## config.mk

```make
export PLATFORM = sky130hd
export DESIGN_NAME = multicycle_ctrl
export DESIGN_NICKNAME = d
export VERILOG_FILES = /design/src/rtl/multicycle_ctrl.sv
export SDC_FILE = /design/constraint.sdc
export NUM_CORES = 1
export LEC_CHECK = 0
export ABC_AREA = 1
export ABC_CLOCK_PERIOD_IN_PS = 1400
export CAP_MARGIN = 15
export CORE_UTILIZATION = 40
export CTS_CLUSTER_DIAMETER = 120
export CTS_CLUSTER_SIZE = 16
export DETAILED_ROUTE_END_ITERATION = 12
export DONT_BUFFER_PORTS = 1
export GPL_ROUTABILITY_DRIVEN = 0
export GPL_TIMING_DRIVEN = 1
export RECOVER_POWER = 100
export SLEW_MARGIN = 25
export SYNTH_ARGS = -nofsm -noshare
export SYNTH_HDL_FRONTEND = slang
export SYNTH_SLANG_ARGS = --single-unit
```

## constraint.sdc

```tcl
create_clock -name Clock -period 1.4 [get_ports Clock]
set_input_delay 0.42 -clock Clock [delete_from_list [all_inputs] [get_ports Clock]]
set_output_delay 0.42 -clock Clock [all_outputs]
set_load 0.1 [all_outputs]
```

## src/rtl/multicycle_ctrl.sv

```systemverilog
// multicycle_ctrl: multicycle MIPS-subset control FSM (fetch/decode/execute/memory/writeback).
// Ports:
//   Clock, Reset          - clock and synchronous active-high reset
//   Op, Funct             - opcode / function fields of the held instruction register
//   Zero, MemReady        - ALU zero flag, memory handshake (access completes when 1)
//   PCEn, PCSrc, IorD     - PC load enable / source select, memory address select
//   MemRead, MemWrite     - memory strobes
//   IRWrite, RegWrite     - instruction register / register file write enables
//   RegDst, MemtoReg      - destination register / writeback source selects
//   ALUSrcA, ALUSrcB      - ALU operand selects
//   ALUCtrl               - ALU operation
//   State                 - current FSM state (debug)
//   Done, Illegal         - retire pulse, unsupported-instruction pulse
module multicycle_ctrl (
  input  logic       Clock,
  input  logic       Reset,
  input  logic [5:0] Op,
  input  logic [5:0] Funct,
  input  logic       Zero,
  input  logic       MemReady,
  output logic       PCEn,
  output logic [1:0] PCSrc,
  output logic       IorD,
  output logic       MemRead,
  output logic       MemWrite,
  output logic       IRWrite,
  output logic       RegWrite,
  output logic       RegDst,
  output logic       MemtoReg,
  output logic       ALUSrcA,
  output logic [1:0] ALUSrcB,
  output logic [2:0] ALUCtrl,
  output logic [3:0] State,
  output logic       Done,
  output logic       Illegal
);
  typedef enum logic [3:0] {
    FETCH   = 4'd0,
    DECODE  = 4'd1,
    MEMADR  = 4'd2,
    MEMRD   = 4'd3,
    MEMWB   = 4'd4,
    MEMWR   = 4'd5,
    EXEC    = 4'd6,
    ALUWB   = 4'd7,
    BRANCH  = 4'd8,
    JUMP    = 4'd9,
    ADDIEX  = 4'd10,
    ADDIWB  = 4'd11,
    ILLEGAL = 4'd12
  } state_t;
  localparam logic [5:0] OP_R = 6'b000000, OP_LW = 6'b100011, OP_SW = 6'b101011;
  localparam logic [5:0] OP_BEQ = 6'b000100, OP_J = 6'b000010, OP_ADDI = 6'b001000;
  state_t state, nxt;
  logic   r_legal;
  assign State = state;
  assign r_legal = Funct == 6'b100000 || Funct == 6'b100010 || Funct == 6'b100100 ||
                   Funct == 6'b100101 || Funct == 6'b101010;
  always_ff @(posedge Clock)
    state <= Reset ? FETCH : nxt;
  // While in reset the outputs decode as FETCH, then every write/pulse is masked,
  // so an interrupted instruction can never leave a partial update behind.
  always_comb begin
    nxt      = FETCH;
    PCEn     = 1'b0;
    PCSrc    = 2'b00;
    IorD     = 1'b0;
    MemRead  = 1'b0;
    MemWrite = 1'b0;
    IRWrite  = 1'b0;
    RegWrite = 1'b0;
    RegDst   = 1'b0;
    MemtoReg = 1'b0;
    ALUSrcA  = 1'b0;
    ALUSrcB  = 2'b00;
    ALUCtrl  = 3'b000;
    Done     = 1'b0;
    Illegal  = 1'b0;
    case (Reset ? FETCH : state)
      FETCH: begin
        MemRead = 1'b1;
        ALUSrcB = 2'b01;
        ALUCtrl = 3'b010;
        IRWrite = MemReady;
        PCEn    = MemReady;
        nxt     = MemReady ? DECODE : FETCH;
      end
      DECODE: begin
        ALUSrcB = 2'b11;
        ALUCtrl = 3'b010;
        nxt     = (Op == OP_R && r_legal)        ? EXEC   :
                  (Op == OP_LW || Op == OP_SW)   ? MEMADR :
                  Op == OP_BEQ                   ? BRANCH :
                  Op == OP_J                     ? JUMP   :
                  Op == OP_ADDI                  ? ADDIEX : ILLEGAL;
      end
      MEMADR, ADDIEX: begin
        ALUSrcA = 1'b1;
        ALUSrcB = 2'b10;
        ALUCtrl = 3'b010;
        nxt     = state == ADDIEX ? ADDIWB : Op == OP_LW ? MEMRD : MEMWR;
      end
      MEMRD: begin
        MemRead = 1'b1;
        IorD    = 1'b1;
        nxt     = MemReady ? MEMWB : MEMRD;
      end
      MEMWR: begin
        MemWrite = 1'b1;
        IorD     = 1'b1;
        Done     = MemReady;
        nxt      = MemReady ? FETCH : MEMWR;
      end
      MEMWB: begin
        RegWrite = 1'b1;
        MemtoReg = 1'b1;
        Done     = 1'b1;
      end
      EXEC: begin
        ALUSrcA = 1'b1;
        ALUCtrl = Funct == 6'b100010 ? 3'b110 :
                  Funct == 6'b100100 ? 3'b000 :
                  Funct == 6'b100101 ? 3'b001 :
                  Funct == 6'b101010 ? 3'b111 : 3'b010;
        nxt     = ALUWB;
      end
      ALUWB: begin
        RegWrite = 1'b1;
        RegDst   = 1'b1;
        Done     = 1'b1;
      end
      ADDIWB: begin
        RegWrite = 1'b1;
        Done     = 1'b1;
      end
      BRANCH: begin
        ALUSrcA = 1'b1;
        ALUCtrl = 3'b110;
        PCSrc   = 2'b01;
        PCEn    = Zero;
        Done    = 1'b1;
      end
      JUMP: begin
        PCSrc = 2'b10;
        PCEn  = 1'b1;
        Done  = 1'b1;
      end
      ILLEGAL: Illegal = 1'b1;
      default: nxt = FETCH;
    endcase
    if (Reset) begin
      PCEn     = 1'b0;
      IRWrite  = 1'b0;
      MemWrite = 1'b0;
      RegWrite = 1'b0;
      Done     = 1'b0;
      Illegal  = 1'b0;
    end
  end
endmodule

```

==> results.toml, run 1 <==
[clock_network]
clock-sinks = 4
post-cts-setup-buffers = 8
cts_made_buffers = 3
cts-root-buf = "clkbuf_4"
ctsHoldBuffers = 0
clock_path_buffers = 2
h-tree-depth = 1
cts-resized-gates = 51

[floorplan]
die_w_um = 41.8
initial_core_util_pct = 45.8
io_pins = 38
fp.dieH_um = 41.8
rows = 13

[outcome]
status = "stopped before the end"
error = "[ERROR DPL-0038] Utilization greater than 100%, impossible to legalize"
haltStage = "4_1_cts"

[synth]
ys_warn_count = 0
syn_inst = 122
synth.distinct_cells = 20
syn-num-nets = 138
syn_avg_cell_area_um2 = 5.19
syn-cell-area_um2 = 633
seq_area_frac_synth_pct = 12.6
synth_seq_cells = 4

[place]
numPortBuffers = 0
hpwl_mm = 3.08
dpl_cell_area_um2 = 1300
## logic make-up after synthesis
kind of cell    synth area share [%]
buf+inv                         13.0
flops                           12.6
compound gates                  13.4
simple gates                    60.9
## metrics by stage
step / hold WS [ns] / TNS [ns] / worst slack, ns / cells
after floorplan: 0.479 / -12.64 / -1.31 / 122
after global placement: 0.483 / -5.78 / -0.413 / 184
after detailed placement: 0.493 / -7.38 / -0.545 / 184
## cells in the mapped netlist (all sizes together)
master | count | area (um^2)
o32ai | 1 | 8.76
o211ai | 1 | 7.51
nor2 | 31 | 139
and3 | 1 | 6.26
inv | 22 | 82.6
nand2 | 30 | 135
nand4 | 5 | 31.3
a21oi | 7 | 35.0
or2 | 1 | 6.26
nand3b | 1 | 7.51
nor3 | 1 | 5.00
o21ai | 6 | 33.8
dfxtp | 4 | 80.1
nand3 | 11 | 55.1
==> run 2: changes to the inputs <==
ABC_CLOCK_PERIOD_IN_PS = 1800   (was 1400)
CORE_AREA = 2 2 63 65   (was not set)
CORE_UTILIZATION = not set   (was 40)
CTS_CLUSTER_DIAMETER = not set   (was 120)
CTS_CLUSTER_SIZE = not set   (was 16)
DIE_AREA = 0 0 65 67   (was not set)
PLACE_DENSITY_LB_ADDON = 0.15   (was not set)
clock period = 1.8 ns   (was 1.4 ns; I/O delays follow)
==> results.toml, run 2 <==
[sta]
fmax_mhz = 501
hold_viol_final = 0
period_share_pct = 111
fin_setup_tns_ns = -1.13
timing.slew.headroom_pct = 60.3
setup_slack_ns = -0.196
maxSlewViolCount = 0
post-route-min-period_ns = 2.00
finalClockSkew_ns = 0.00524
tightest_slew_ns = 0.596
rsz0062_at_grt = "yes"
setup_viol_count_final = 16

[floorplan]
initial_core_util_pct = 17.6
die_area_um2 = 4360
rows = 22
fp.dieH_um = 67
fp.coreArea_um2 = 3610
io_pins = 38
die_w_um = 65

[place]
dpl_cell_area_um2 = 1350
numPortBuffers = 0
hpwl_mm = 2.15

[global_route]
grt_usage_pct = 12.0
overflow = 0
grt_pass1_vias = 1021
antenna_found_initial = 0
grt_pass1_wl_mm = 4.18
grt_max_degree = 9

[synth]
syn-num-nets = 138
synth.distinct_cells = 20
syn_avg_cell_area_um2 = 5.19
yosysTopAreaCell = "nand2_1"
synthArstFlopShare_pct = 0
synth.most_common_cell = "nand2_1"
seq_area_frac_synth_pct = 12.6
yosys_most_used_dff = "dfxtp_1"
ys_warn_count = 0
syn-cell-area_um2 = 633
syn_inst = 122
synth_edf_count = 0
synth_top_cell_area_share_pct = 14.8
synth_common_cells = "nand2_1, nor2_1, inv_1"
synth.area.top_cells = "nand2_1, nor2_1, dfxtp_1"
synth_seq_cells = 4

[hold_path]
holdPathStages = 1
hold_path_end = "State[0]$_SDFF_PP0_"
worstHoldStart = "Reset"
holdCritPathClass = "input port to register"

[critical_path]
r2r-end = "State[2]$_SDFF_PP0_"
crit_type = "input port to primary output"
crit_path_end_kind = "primary output"
r2r-start = "State[1]$_SDFF_PP0_"
rr_worst_depth = 7
crit_required_ns = 1.26
cp-start-kind = "input port"
r2r_setup_slack_ns = 0.14
worstPathMaxFanout = 8
cp.arrival_ns = 1.46

[route]
route.detailed.drc = 0
via_per_inst = 4.33
avgRoutedWirePerCell_um = 11.3
routed_wl_mm = 2.50
dr.first_iter.drc_count = 18
vias = 962
ant_nets = 0
first_pass_iters = 4

[power]
p_leak_nw = 0.733
ir_drop_mv = 0.306
cellPowerDensity_nw_per_um2 = 408

[clock_network]
h-tree-depth = 1
insertion_delay_ns = 0.21
clk_pin_slew_ns = 0.03
cts-root-buf = "clkbuf_8"
cts_tree = "yes"
ctsHoldBuffers = 0
clock_path_buffers = 2
cts_made_buffers = 3
clock-sinks = 4

[outcome]
status = "finished, violations left"
violations = "negative setup slack"

[finish]
drive_above_1_share_pct = 55.7
final_cell_area_um2 = 1600
fill_cells = 365
area_delta_synth_final_pct = 152
final_common_cell = "buf_4"
fin_nets = 191
mostFrequentLayoutCells = "buf_4, nand2_1, nor2_1"
diodes = 0
largest_register_ffs = 4

[run]
cap_viol_max_count = 0
==> run 2: cell counts after synthesis <==
Identical to the previous run, type by type.
==> run 2: worst max-delay path by stage <==
stage	cells after the start	startpoint	to
final	8	Reset	Done
after global routing	7	State[2]$_SDFF_PP0_	ALUCtrl[0]
after CTS	7	State[0]$_SDFF_PP0_	Done
after detailed placement	7	Reset	Done
after global placement	6	Reset	Done
after floorplan	7	Reset	Done
==> run 2: final cells by class <==
cell class / count / area [um^2] / share of cell area, %
Clock buffer: 4 / 45.0 / 2.82
Sequential cell: 4 / 95.1 / 5.96
Inverter: 22 / 101 / 6.35
Timing Repair Buffer: 48 / 618 / 38.7
Tap cell: 48 / 60.1 / 3.76
Multi-Input combinational cell: 96 / 676 / 42.4
==> run 2: timing repair <==
| item | in CTS | in global routing |
|---|---|---|
| pin swaps | 7 | 5 |
| hold endpoints to repair | 0 | 0 |
| buffers inserted | 1 | 3 |
| resized for setup | 25 | 20 |
| endpoints found under the setup margin | 18 | 18 |
==> run 2: stage by stage <==
step | power [mW] | util (%) | cells | setup slack [ns] | hold slack, ns
final | 0.651 | 44.2 | 222 | -0.196 | 0.392
after global routing | 0.680 | 44.2 | 222 | -0.242 | 0.387
after CTS | 0.640 | 41.5 | 219 | -0.164 | 0.388
after detailed placement | 0.428 | 37.4 | 214 | -0.166 | 0.541
after global placement | 0.424 | 37.4 | 214 | -0.132 | 0.541
after floorplan | 0.313 | - | 122 | -1.07 | 0.599
==> run 2: kinds of logic after synthesis <==
logic type,Yosys count,synth area share [%]
buf+inv,22,13.0
simple gates,81,60.9
compound gates,15,13.4
flops,4,12.6
==> run 2: routing by layer <==
layer  wire length, um  GRT usage (%)  up-vias
met3                81           1.69        4
met4                 8           2.39        0
li1                  -              -      497
met2              1440           25.6       17
met1               966           12.1      444
met5                 0              0        -
==> run 2: worst max-delay path, stage by stage <==
cell and delay (ns):
inv_16 0.07, nand2_4 0.06, nor2_4 0.12, inv_2 0.08
nor2_4 0.12, nand2_1 0.06, o211ai_1 0.13, clkbuf_16 0.26
==> run 2: where the power goes <==
| group | internal [mW] | total (mW) | switching, mW |
|---|---|---|---|
| combinational | 0.125 | 0.355 | 0.230 |
| clock | 0.151 | 0.194 | 0.0430 |
| sequential | 0.0904 | 0.102 | 0.0117 |
| total | 0.366 | 0.651 | 0.285 |
No activity file was read; power rests on OpenSTA's default activity.
